==> src/rtl/lu_arbiter_pkg.sv <==
// ---------------------------------------------------------------------------
// lu_arbiter_pkg
// Shared definitions for the logical-unit arbiter slice:
//   - requester ID encoding (REQ0 / REQ1)
//   - truth-table width FUNC_W
//   - named truth tables; out = func[{a,b}]
// ---------------------------------------------------------------------------
package lu_arbiter_pkg;

  localparam int FUNC_W = 4;

  typedef logic req_id_t;

  localparam req_id_t REQ0 = 1'b0;
  localparam req_id_t REQ1 = 1'b1;

  localparam logic [FUNC_W-1:0] FUNC_AND  = 4'b1000;
  localparam logic [FUNC_W-1:0] FUNC_OR   = 4'b1110;
  localparam logic [FUNC_W-1:0] FUNC_XOR  = 4'b0110;
  localparam logic [FUNC_W-1:0] FUNC_NAND = 4'b0111;

endpackage : lu_arbiter_pkg

==> src/rtl/lu_arbiter_if.sv <==
// ---------------------------------------------------------------------------
// lu_arbiter_if
// Bundles the two requester handshakes, the result slot and the completion
// counters of lu_arbiter.
//   slave  modport : the arbiter (drives readys, result, counters)
//   master modport : requesters + result consumer
// Signals:
//   reqN_valid/ready/func/a/b : requester N operation handshake
//   res_valid/ready/data/id   : registered result slot
//   cnt0/cnt1                 : consumed results per requester (wrapping)
// ---------------------------------------------------------------------------
interface lu_arbiter_if #(
  parameter int CNT_W = 8
) ();
  import lu_arbiter_pkg::*;

  logic              req0_valid;
  logic              req0_ready;
  logic [FUNC_W-1:0] req0_func;
  logic              req0_a;
  logic              req0_b;

  logic              req1_valid;
  logic              req1_ready;
  logic [FUNC_W-1:0] req1_func;
  logic              req1_a;
  logic              req1_b;

  logic              res_valid;
  logic              res_ready;
  logic              res_data;
  req_id_t           res_id;

  logic [CNT_W-1:0]  cnt0;
  logic [CNT_W-1:0]  cnt1;

  modport slave (
    input  req0_valid, req0_func, req0_a, req0_b,
    input  req1_valid, req1_func, req1_a, req1_b,
    input  res_ready,
    output req0_ready, req1_ready,
    output res_valid, res_data, res_id,
    output cnt0, cnt1
  );

  modport master (
    output req0_valid, req0_func, req0_a, req0_b,
    output req1_valid, req1_func, req1_a, req1_b,
    output res_ready,
    input  req0_ready, req1_ready,
    input  res_valid, res_data, res_id,
    input  cnt0, cnt1
  );

endinterface : lu_arbiter_if

==> src/rtl/lu_arbiter_logicalunit.sv <==
// ---------------------------------------------------------------------------
// logicalunit
// 2-input programmable logic function: out = func[{a,b}].
// Ports:
//   a, b : operands
//   func : 4-bit truth table
//   out  : selected truth-table bit
// ---------------------------------------------------------------------------
module logicalunit
  import lu_arbiter_pkg::*;
(
  input  logic              a,
  input  logic              b,
  input  logic [FUNC_W-1:0] func,
  output logic              out
);

  assign out = func[{a, b}];

endmodule : logicalunit

==> src/rtl/lu_arbiter.sv <==
// ---------------------------------------------------------------------------
// lu_arbiter
// Shares one logicalunit between two requesters. Round-robin arbitration with
// a bounded burst allowance feeds a single registered result slot that is
// tagged with the issuing requester and honours consumer backpressure.
// Ports:
//   clk   : rising-edge clock
//   rst_n : synchronous active-low reset
//   bus   : lu_arbiter_if.slave (requester handshakes, result slot, counters)
// Parameters:
//   MAX_BURST : max consecutive grants to one requester while both request
//   CNT_W     : width of the per-requester consumed-result counters
// ---------------------------------------------------------------------------
module lu_arbiter
  import lu_arbiter_pkg::*;
#(
  parameter int MAX_BURST = 4,
  parameter int CNT_W     = 8
) (
  input  logic           clk,
  input  logic           rst_n,
  lu_arbiter_if.slave    bus
);

  localparam logic [3:0] MAX_BURST_C = 4'(MAX_BURST);

  // registered state
  logic              res_valid_q, res_valid_d;
  logic              res_data_q,  res_data_d;
  req_id_t           res_id_q,    res_id_d;
  logic [CNT_W-1:0]  cnt0_q,      cnt0_d;
  logic [CNT_W-1:0]  cnt1_q,      cnt1_d;
  req_id_t           last_grant_q, last_grant_d;
  logic [3:0]        burst_cnt_q,  burst_cnt_d;
  logic              granted_prev_q, granted_prev_d;

  // combinational
  logic              slot_free_s;
  logic              grant_s;
  req_id_t           grant_id_s;
  logic [FUNC_W-1:0] lu_func_s;
  logic              lu_a_s;
  logic              lu_b_s;
  logic              lu_out_s;

  // Grant selection; ready is held low during reset and whenever the slot is
  // occupied and not being drained this cycle.
  always_comb begin
    slot_free_s = !res_valid_q || bus.res_ready;
    grant_s     = 1'b0;
    grant_id_s  = REQ0;
    if (!rst_n || !slot_free_s) begin
      grant_s    = 1'b0;
      grant_id_s = REQ0;
    end else if (bus.req0_valid && bus.req1_valid) begin
      grant_s = 1'b1;
      // The previous owner keeps the grant only while its burst is unexhausted
      // and it was granted in the immediately preceding cycle.
      if (granted_prev_q && (burst_cnt_q < MAX_BURST_C)) begin
        grant_id_s = last_grant_q;
      end else begin
        grant_id_s = ~last_grant_q;
      end
    end else if (bus.req0_valid) begin
      grant_s    = 1'b1;
      grant_id_s = REQ0;
    end else if (bus.req1_valid) begin
      grant_s    = 1'b1;
      grant_id_s = REQ1;
    end else begin
      grant_s    = 1'b0;
      grant_id_s = REQ0;
    end
  end

  assign bus.req0_ready = grant_s && (grant_id_s == REQ0);
  assign bus.req1_ready = grant_s && (grant_id_s == REQ1);

  // Route the granted requester's operands to the shared logical unit.
  always_comb begin
    lu_func_s = bus.req0_func;
    lu_a_s    = bus.req0_a;
    lu_b_s    = bus.req0_b;
    if (grant_id_s == REQ1) begin
      lu_func_s = bus.req1_func;
      lu_a_s    = bus.req1_a;
      lu_b_s    = bus.req1_b;
    end else begin
      lu_func_s = bus.req0_func;
      lu_a_s    = bus.req0_a;
      lu_b_s    = bus.req0_b;
    end
  end

  logicalunit u_lu (
    .a    (lu_a_s),
    .b    (lu_b_s),
    .func (lu_func_s),
    .out  (lu_out_s)
  );

  // Next-state for burst tracking, result slot and counters.
  always_comb begin
    res_valid_d    = res_valid_q;
    res_data_d     = res_data_q;
    res_id_d       = res_id_q;
    cnt0_d         = cnt0_q;
    cnt1_d         = cnt1_q;
    last_grant_d   = last_grant_q;
    burst_cnt_d    = burst_cnt_q;
    granted_prev_d = granted_prev_q;

    if (grant_s) begin
      granted_prev_d = 1'b1;
      if ((grant_id_s == last_grant_q) && granted_prev_q) begin
        // A lone requester may keep going past the limit; the count saturates.
        if (burst_cnt_q < MAX_BURST_C) begin
          burst_cnt_d = burst_cnt_q + 4'd1;
        end else begin
          burst_cnt_d = burst_cnt_q;
        end
      end else begin
        burst_cnt_d  = 4'd1;
        last_grant_d = grant_id_s;
      end
    end else begin
      granted_prev_d = 1'b0;
    end

    // A grant overwrites the slot even when it is being consumed this cycle.
    if (grant_s) begin
      res_valid_d = 1'b1;
      res_data_d  = lu_out_s;
      res_id_d    = grant_id_s;
    end else if (res_valid_q && bus.res_ready) begin
      res_valid_d = 1'b0;
    end else begin
      res_valid_d = res_valid_q;
    end

    if (res_valid_q && bus.res_ready) begin
      if (res_id_q == REQ1) begin
        cnt1_d = cnt1_q + CNT_W'(1'b1);
      end else begin
        cnt0_d = cnt0_q + CNT_W'(1'b1);
      end
    end else begin
      cnt0_d = cnt0_q;
      cnt1_d = cnt1_q;
    end
  end

  // State registers with synchronous active-low reset.
  always_ff @(posedge clk) begin
    if (!rst_n) begin
      res_valid_q    <= 1'b0;
      res_data_q     <= 1'b0;
      res_id_q       <= REQ0;
      cnt0_q         <= '0;
      cnt1_q         <= '0;
      last_grant_q   <= REQ1;
      burst_cnt_q    <= 4'd0;
      granted_prev_q <= 1'b0;
    end else begin
      res_valid_q    <= res_valid_d;
      res_data_q     <= res_data_d;
      res_id_q       <= res_id_d;
      cnt0_q         <= cnt0_d;
      cnt1_q         <= cnt1_d;
      last_grant_q   <= last_grant_d;
      burst_cnt_q    <= burst_cnt_d;
      granted_prev_q <= granted_prev_d;
    end
  end

  assign bus.res_valid = res_valid_q;
  assign bus.res_data  = res_data_q;
  assign bus.res_id    = res_id_q;
  assign bus.cnt0      = cnt0_q;
  assign bus.cnt1      = cnt1_q;

endmodule : lu_arbiter

==> src/flat_wrapper.sv <==
// flat-port wrapper written by rule: the top's interface ports become plain ports
module lu_arbiter_flat import lu_arbiter_pkg::*;
#(
  parameter int MAX_BURST = 4,
  parameter int CNT_W     = 8
)
  (clk, rst_n, bus_req0_valid, bus_req0_func, bus_req0_a, bus_req0_b, bus_req1_valid, bus_req1_func, bus_req1_a, bus_req1_b, bus_res_ready, bus_req0_ready, bus_req1_ready, bus_res_valid, bus_res_data, bus_res_id, bus_cnt0, bus_cnt1);
  lu_arbiter_if #(.CNT_W(CNT_W)) bus_i ();
  input  logic clk;
  input  logic rst_n;
  input wire logic [$bits(bus_i.req0_valid)-1:0] bus_req0_valid;
  input wire logic [$bits(bus_i.req0_func)-1:0] bus_req0_func;
  input wire logic [$bits(bus_i.req0_a)-1:0] bus_req0_a;
  input wire logic [$bits(bus_i.req0_b)-1:0] bus_req0_b;
  input wire logic [$bits(bus_i.req1_valid)-1:0] bus_req1_valid;
  input wire logic [$bits(bus_i.req1_func)-1:0] bus_req1_func;
  input wire logic [$bits(bus_i.req1_a)-1:0] bus_req1_a;
  input wire logic [$bits(bus_i.req1_b)-1:0] bus_req1_b;
  input wire logic [$bits(bus_i.res_ready)-1:0] bus_res_ready;
  output wire logic [$bits(bus_i.req0_ready)-1:0] bus_req0_ready;
  output wire logic [$bits(bus_i.req1_ready)-1:0] bus_req1_ready;
  output wire logic [$bits(bus_i.res_valid)-1:0] bus_res_valid;
  output wire logic [$bits(bus_i.res_data)-1:0] bus_res_data;
  output wire logic [$bits(bus_i.res_id)-1:0] bus_res_id;
  output wire logic [$bits(bus_i.cnt0)-1:0] bus_cnt0;
  output wire logic [$bits(bus_i.cnt1)-1:0] bus_cnt1;
  assign bus_i.req0_valid = bus_req0_valid;
  assign bus_i.req0_func = bus_req0_func;
  assign bus_i.req0_a = bus_req0_a;
  assign bus_i.req0_b = bus_req0_b;
  assign bus_i.req1_valid = bus_req1_valid;
  assign bus_i.req1_func = bus_req1_func;
  assign bus_i.req1_a = bus_req1_a;
  assign bus_i.req1_b = bus_req1_b;
  assign bus_i.res_ready = bus_res_ready;
  assign bus_req0_ready = bus_i.req0_ready;
  assign bus_req1_ready = bus_i.req1_ready;
  assign bus_res_valid = bus_i.res_valid;
  assign bus_res_data = bus_i.res_data;
  assign bus_res_id = bus_i.res_id;
  assign bus_cnt0 = bus_i.cnt0;
  assign bus_cnt1 = bus_i.cnt1;
  lu_arbiter #(.MAX_BURST(MAX_BURST), .CNT_W(CNT_W)) u_core (.clk(clk), .rst_n(rst_n), .bus(bus_i));
endmodule
==> config.mk <==
export PLATFORM = sky130hd
export DESIGN_NAME = lu_arbiter_flat
export DESIGN_NICKNAME = d
export VERILOG_FILES = /design/src/rtl/lu_arbiter_pkg.sv /design/src/rtl/lu_arbiter_if.sv /design/src/rtl/lu_arbiter_logicalunit.sv /design/src/rtl/lu_arbiter.sv /design/src/flat_wrapper.sv
export SDC_FILE = /design/constraint.sdc
export NUM_CORES = 1
export LEC_CHECK = 0
export BUFFER_PORTS_ARGS = -buffer_cell sky130_fd_sc_hd__buf_2
export CAP_MARGIN = 20
export CORE_MARGIN = 5
export CORE_UTILIZATION = 30
export CTS_BUF_LIST = sky130_fd_sc_hd__clkbuf_4 sky130_fd_sc_hd__clkbuf_8
export CTS_CLUSTER_SIZE = 10
export DETAILED_ROUTE_END_ITERATION = 8
export PLACE_DENSITY = 0.61
export SYNTH_ARGS = -nofsm -noshare
export SYNTH_HDL_FRONTEND = slang
export SYNTH_SLANG_ARGS = --single-unit
==> constraint.sdc <==
create_clock -name clk -period 1.4 [get_ports clk]
set_input_delay 0.21 -clock clk [delete_from_list [all_inputs] [get_ports clk]]
set_output_delay 0.21 -clock clk [all_outputs]
set_load 0.02 [all_outputs]
# Yosys cells after proc, flatten, opt, wreduce, memory -nomap -nowiden
# Index checks and enable logic that the tools add are counted.
[classes]
magnitude_cmp = 2
div_mod_pow = 0
bitwise_logic = 4
n_shift = 0
n_mul = 0
muxes = 18
n_addsub = 3
n_reduce_logical = 16
eq_ne = 2
[op_table]
columns = ["operator", "n"]
rows = [
  ["adder 8 x 1 -> 8 bit (second input constant)", 2],
  ["2-to-1 mux 1 bit", 14],
  ["2-to-1 mux 4 bit", 3],
  ["AND reduction 2 bit", 4],
  ["logical AND 1 bit", 6],
  ["adder 4 x 1 -> 4 bit (second input constant)", 1],
  ["less-than comparator 4 x 3 -> 1 bit (second input constant)", 1],
  ["NOT 1 bit", 4],
  ["logical NOT 1 bit", 3],
  ["less-than comparator 2 x 3 -> 1 bit (second input constant)", 1],
  ["binary-select mux 1 bit (select 2 bit)", 1],
  ["logical OR 1 bit", 2],
  ["!= test 2 bit (second input constant)", 1],
  ["nonzero test 2 bit", 1],
  ["equality test 1 bit", 1],
]
[totals]
rom_bits = 0
mem_count = 0
ram_bits = 0
wordCells = 53
ff_bits = 25
latch_bits = 0

# Depth between registers and ports, before layout
[depth]
word_depth = 9
depth_mapped = 6

# By module
# From an unflattened synthesis, not the netlist that was laid out.
[hier_totals]
hier_cells = 131
area_unflattened_um2 = 1300.0
[modules_own_cells]
columns = ["mod", "area_each_um2", "n_inst", "cells_each"]
rows = [
  ["lu_arbiter", 1277.5, 1, 130],
  ["logicalunit", 22.5, 1, 1],
]

# Least setup slack after synthesis
# OpenSTA, ideal clock, no wires.
[synth_path]
path_kind = "register to output"
startpoint = "register u_core.granted_prev_q"
endpoint = "output bus_req0_ready"
setup_slack_ns = -0.144
t_arrival_ns = 1.334
n_path_buf = 0
stages_incl_launch_ff = 6
path_cell_list = "dfxtp_1 -> nor3b_1 -> xor2_1 -> a21o_2 -> inv_1 -> nor2_1"
[synth_via]
elab_chain_cells = 6
[synth_rtl]
columns = ["element", "line", "text"]
rows = [
  ["start, declared", "lu_arbiter.sv:35", "logic granted_prev_q, granted_prev_d;"],
  ["start signal, assigned", "lu_arbiter.sv:172", "granted_prev_q <= granted_prev_d;"],
  ["logical AND 1 bit", "lu_arbiter.sv:59", "if (granted_prev_q && (burst_cnt_q < MAX_BURST_C)) begin"],
  ["2-to-1 mux 1 bit", "lu_arbiter.sv:59", ""],
  ["2-to-1 mux 1 bit", "lu_arbiter.sv:55", "end else if (bus.req0_valid && bus.req1_valid) begin"],
  ["2-to-1 mux 1 bit", "lu_arbiter.sv:52", "if (!rst_n || !slot_free_s) begin"],
  ["NOT 1 bit", "lu_arbiter.sv:76", "assign bus.req0_ready = grant_s && (grant_id_s == REQ0);"],
  ["logical AND 1 bit", "lu_arbiter.sv:76", ""],
  ["end, declared", "flat_wrapper.sv:20", "output wire logic [$bits(bus_i.req0_ready)-1:0] bus_req0_ready;"],
]
# Every way passes these cells.

# Worst setup path in the final report
[layout_path]
startpoint = "register u_core.burst_cnt_q[3]"
endpoint = "output bus_req0_ready"
[layout_via]
elab_chain_cells = 7
[layout_rtl]
columns = ["element", "line", "text"]
rows = [
  ["start, declared", "lu_arbiter.sv:34", "logic [3:0] burst_cnt_q, burst_cnt_d;"],
  ["start signal, assigned", "lu_arbiter.sv:171", "burst_cnt_q <= burst_cnt_d;"],
  ["less-than comparator 4 x 3 -> 1 bit", "lu_arbiter.sv:59", ""],
  ["logical AND 1 bit", "lu_arbiter.sv:59", ""],
  ["2-to-1 mux 1 bit", "lu_arbiter.sv:59", ""],
  ["2-to-1 mux 1 bit", "lu_arbiter.sv:55", ""],
  ["2-to-1 mux 1 bit", "lu_arbiter.sv:52", ""],
  ["NOT 1 bit", "lu_arbiter.sv:76", ""],
  ["logical AND 1 bit", "lu_arbiter.sv:76", ""],
]
# Every way passes these cells.

==> flow_metrics.env <==
export IMPL_synth_edff_count=0
export IMPL_drc=0
export IMPL_first_pass_iters=4
export IMPL_worstSetupEndpoint="bus_req0_ready"
export IMPL_die_x_um=75.1
export IMPL_fin_nets=207
export IMPL_critical_path_arrival_ns=1.43
export IMPL_syn_area_mm2=0.00127
export IMPL_start_util_pct=31.3
export IMPL_cts_root_buf="clkbuf_8"
export IMPL_maxCapViolCount=0
export IMPL_hold_buffers=0
export IMPL_p_per_area_mw_per_mm2=845
export IMPL_reg2reg_slack_ns=-0.05
export IMPL_vias_per_cell=4.82
export IMPL_r2r_end="u_core.burst_cnt_q[3]$_SDFFE_PN0P_"
export IMPL_cts_tree="yes"
export IMPL_layout_drive_gt1_share_pct=37.6
export IMPL_hp_start="rst_n"
export IMPL_antenna_left=0
export IMPL_post_dp_cell_area_mm2=0.00159
export IMPL_finalCritPeriodShare_pct=117
export IMPL_path_class="flop to primary output"
export IMPL_yosysWarningCount=0
export IMPL_r2r_cells=5
export IMPL_layout_min_cycle_time_ns=1.64
export IMPL_avgSynthCellArea_um2=9.27
export IMPL_timing_hold_violations_final=0
export IMPL_grt_pass1_vias=1083
export IMPL_critical_path_endpoint_type="primary output"
export IMPL_ys_seq_elements=25
export IMPL_postLayoutCellArea_mm2=0.00169
export IMPL_hpwlAfterDp_um=2160
export IMPL_fin_ws_ns=-0.243
export IMPL_wirelength_um=2820
export IMPL_antenna_cells=0
export IMPL_finClkSkew_ns=0.00679
export IMPL_critPathRequiredTime_ns=1.19
export IMPL_vias=1137
export IMPL_ir_worst_vdd_mv=0.507
export IMPL_grt_max_degree=16
export IMPL_startpoint_type="flop"
export IMPL_r2r_start="u_core.burst_cnt_q[3]$_SDFFE_PN0P_"
export IMPL_crit_start="u_core.burst_cnt_q[3]$_SDFFE_PN0P_"
export IMPL_finalSetupViolCount=4
export IMPL_yosysUniqueCellTypes=42
export IMPL_slowest_delay_ns=0.33
export IMPL_clockBufferDepth=2
export IMPL_dieArea_mm2=0.00563
export IMPL_clk_latency_ns=0.27
export IMPL_fp_dieH_um=75.1
export IMPL_synth_fp_nets=157
export IMPL_htreeDepth=1
export IMPL_grt_overflow_total=0
export IMPL_area_growth_pct=33.2
export IMPL_rsz0062_at_grt="true"
export IMPL_ios=38
export IMPL_timing_fmax_ghz=0.609
export IMPL_p_leak_nw=0.779
export IMPL_gp_congestion=0.765
export IMPL_synthFlopType="dfxtp_1"
export IMPL_async_reset_ff_share_pct=0
export IMPL_cts_clk_slew_worst_paths_ns=0.09
export IMPL_first_iter_violations=55
export IMPL_yosysSeqAreaShare_pct=39.4
export IMPL_grt_antenna_before_repair=0
export IMPL_hp_class="input pin to flop"
export IMPL_status="finished with violations"
export IMPL_crit_chain="nor3b_2 -> xor2_1 -> a21o_2 -> inv_2 -> nor2_4 -> buf_6"
export IMPL_synthCells=137
export IMPL_wl_per_cell_um=11.9
export IMPL_core_rowCount=23
export IMPL_io_buffers=37
export IMPL_dp_slack_ns=-0.0553
export IMPL_core_mm2=0.00406
export IMPL_fin_hold_ws_ns=0.254
export IMPL_cp_slowest_cell="dfxtp_2"
export IMPL_worst_slew_pin_slew_ns=0.278
export IMPL_final_max_slew_viol_count=0
export IMPL_grt_first_pass_wirelength_um=4790
export IMPL_violations="setup timing"
export IMPL_relSlewSlack_pct=81.4
export IMPL_grt_total_usage_pct=10.9
export IMPL_numCtsBuffers=3
export IMPL_cts_sinks=25
export IMPL_worst_path_max_fanout=2
-- sequential cells by signal (all words and copies together), names as in the netlist --
signal and cells:
u_core.burst_cnt_q 4, u_core.bus.cnt0 8, u_core.bus.cnt1 8, u_core.bus.res_data 1
u_core.bus.res_id 1, u_core.bus.res_valid 1, u_core.granted_prev_q 1, u_core.last_grant_q 1
-- critical path: cells and delay by family (launching register included) --
kind / cells / cell delay, ns
XOR/XNOR: 1 / 0.23
AO/OA/AOI/OAI: 1 / 0.17
flip-flops: 1 / 0.33
AND/OR/NAND/NOR: 2 / 0.27
buffers and inverters: 2 / 0.16
-- per-stage QoR --
stage                     setup TNS [ns]  total power [mW]  std cells  util (%)
after global placement           -0.0380             0.986        231      39.3
after CTS                         -0.441              1.45        236      41.3
after floorplan                  -0.0284             0.896        137         -
final                             -0.528              1.43        236      41.7
after detailed placement         -0.0580             0.990        231      39.3
after global routing              -0.817              1.51        236      41.7
-- cells in the mapped netlist (4+ instances only) --
cell,n,share of area (%)
and2_1,15,7.4
xnor2_1,9,6.2
mux2i_1,4,3.2
nand2_1,11,3.3
o21ai_0,4,1.6
clkbuf_1,4,1.2
and3_1,4,2.0
nor2b_1,4,2.0
nand4_1,8,3.9
xor2_1,5,3.4
dfxtp_1,25,39
-- report_power, final --
part	leakage [nW]	switching, mW	internal (mW)	total, mW
clock	0.0217	0.238	0.202	0.440
sequential	0.205	0.0207	0.735	0.755
combinational	0.552	0.117	0.117	0.234
-- layout make-up --
cell class / instances / area (um2)
fillers: 420 / 2370
multi-input cells: 103 / 768
flip-flops and latches: 25 / 504
repair buffers: 51 / 297
well taps: 50 / 62.6
clock buffers: 3 / 41.3
inverters: 3 / 11.3
clock inverters: 1 / 7.51
-- how the worst min path moves through the flow --
stage | end | slack, ns | cells after the start
floorplan | u_core.bus.res_valid$_SDFFE_PN0P_ | 0.36 | 1
global placement | u_core.burst_cnt_q[0]$_SDFFE_PN0P_ | 0.47 | 2
detailed placement | u_core.burst_cnt_q[0]$_SDFFE_PN0P_ | 0.48 | 2
CTS | u_core.bus.res_valid$_SDFFE_PN0P_ | 0.24 | 2
global route | u_core.bus.res_valid$_SDFFE_PN0P_ | 0.26 | 2
finish | u_core.bus.res_valid$_SDFFE_PN0P_ | 0.25 | 2
-- per-layer routing --
layer	vias up	GRT usage [%]	wire, um
li1	581	-	-
met3	4	3.07	180
met5	-	0	0
met4	0	4.15	44
met2	32	17.4	1250
met1	520	14.0	1350
-- kinds of logic after synthesis --
kind of cell	Yosys count	synth area share [%]
buf+inv	9	3.25
mux	6	5.81
simple gates	61	28.2
xor+xnor	14	9.66
fa+ha+maj	3	2.96
flops	25	39.4
compound gates	19	10.7
-- cells in the final DEF, fill, tap and decap left out, drive strengths merged, types with 2 or more instances in the layout --
| cell type | synthesis | routed |
|---|---|---|
| buf | 1 | 51 |
| dfxtp | 25 | 25 |
| and2 | 17 | 17 |
| nand2 | 11 | 11 |
| xnor2 | 9 | 9 |
| nand4 | 8 | 8 |
| xor2 | 5 | 5 |
| o21ai | 4 | 4 |
| nor2b | 4 | 4 |
| and3 | 4 | 4 |
| mux2i | 4 | 4 |
| a21boi | 3 | 3 |
| nand3 | 3 | 3 |
| ha | 3 | 3 |
| clkbuf | 5 | 3 |
| inv | 3 | 3 |
| nor3 | 2 | 2 |
| a21oi | 2 | 2 |
| o21a | 2 | 2 |
| nor3b | 2 | 2 |
| a21o | 2 | 2 |
| nor2 | 2 | 2 |
-- what timing repair did --
action | 4_1_cts | 5_1_grt
buffers inserted | 1 | 0
pin swaps | 6 | 1
resized for setup | 7 | 5
setup endpoints to repair | 3 | 6
No activity file was read; power rests on OpenSTA's default activity.
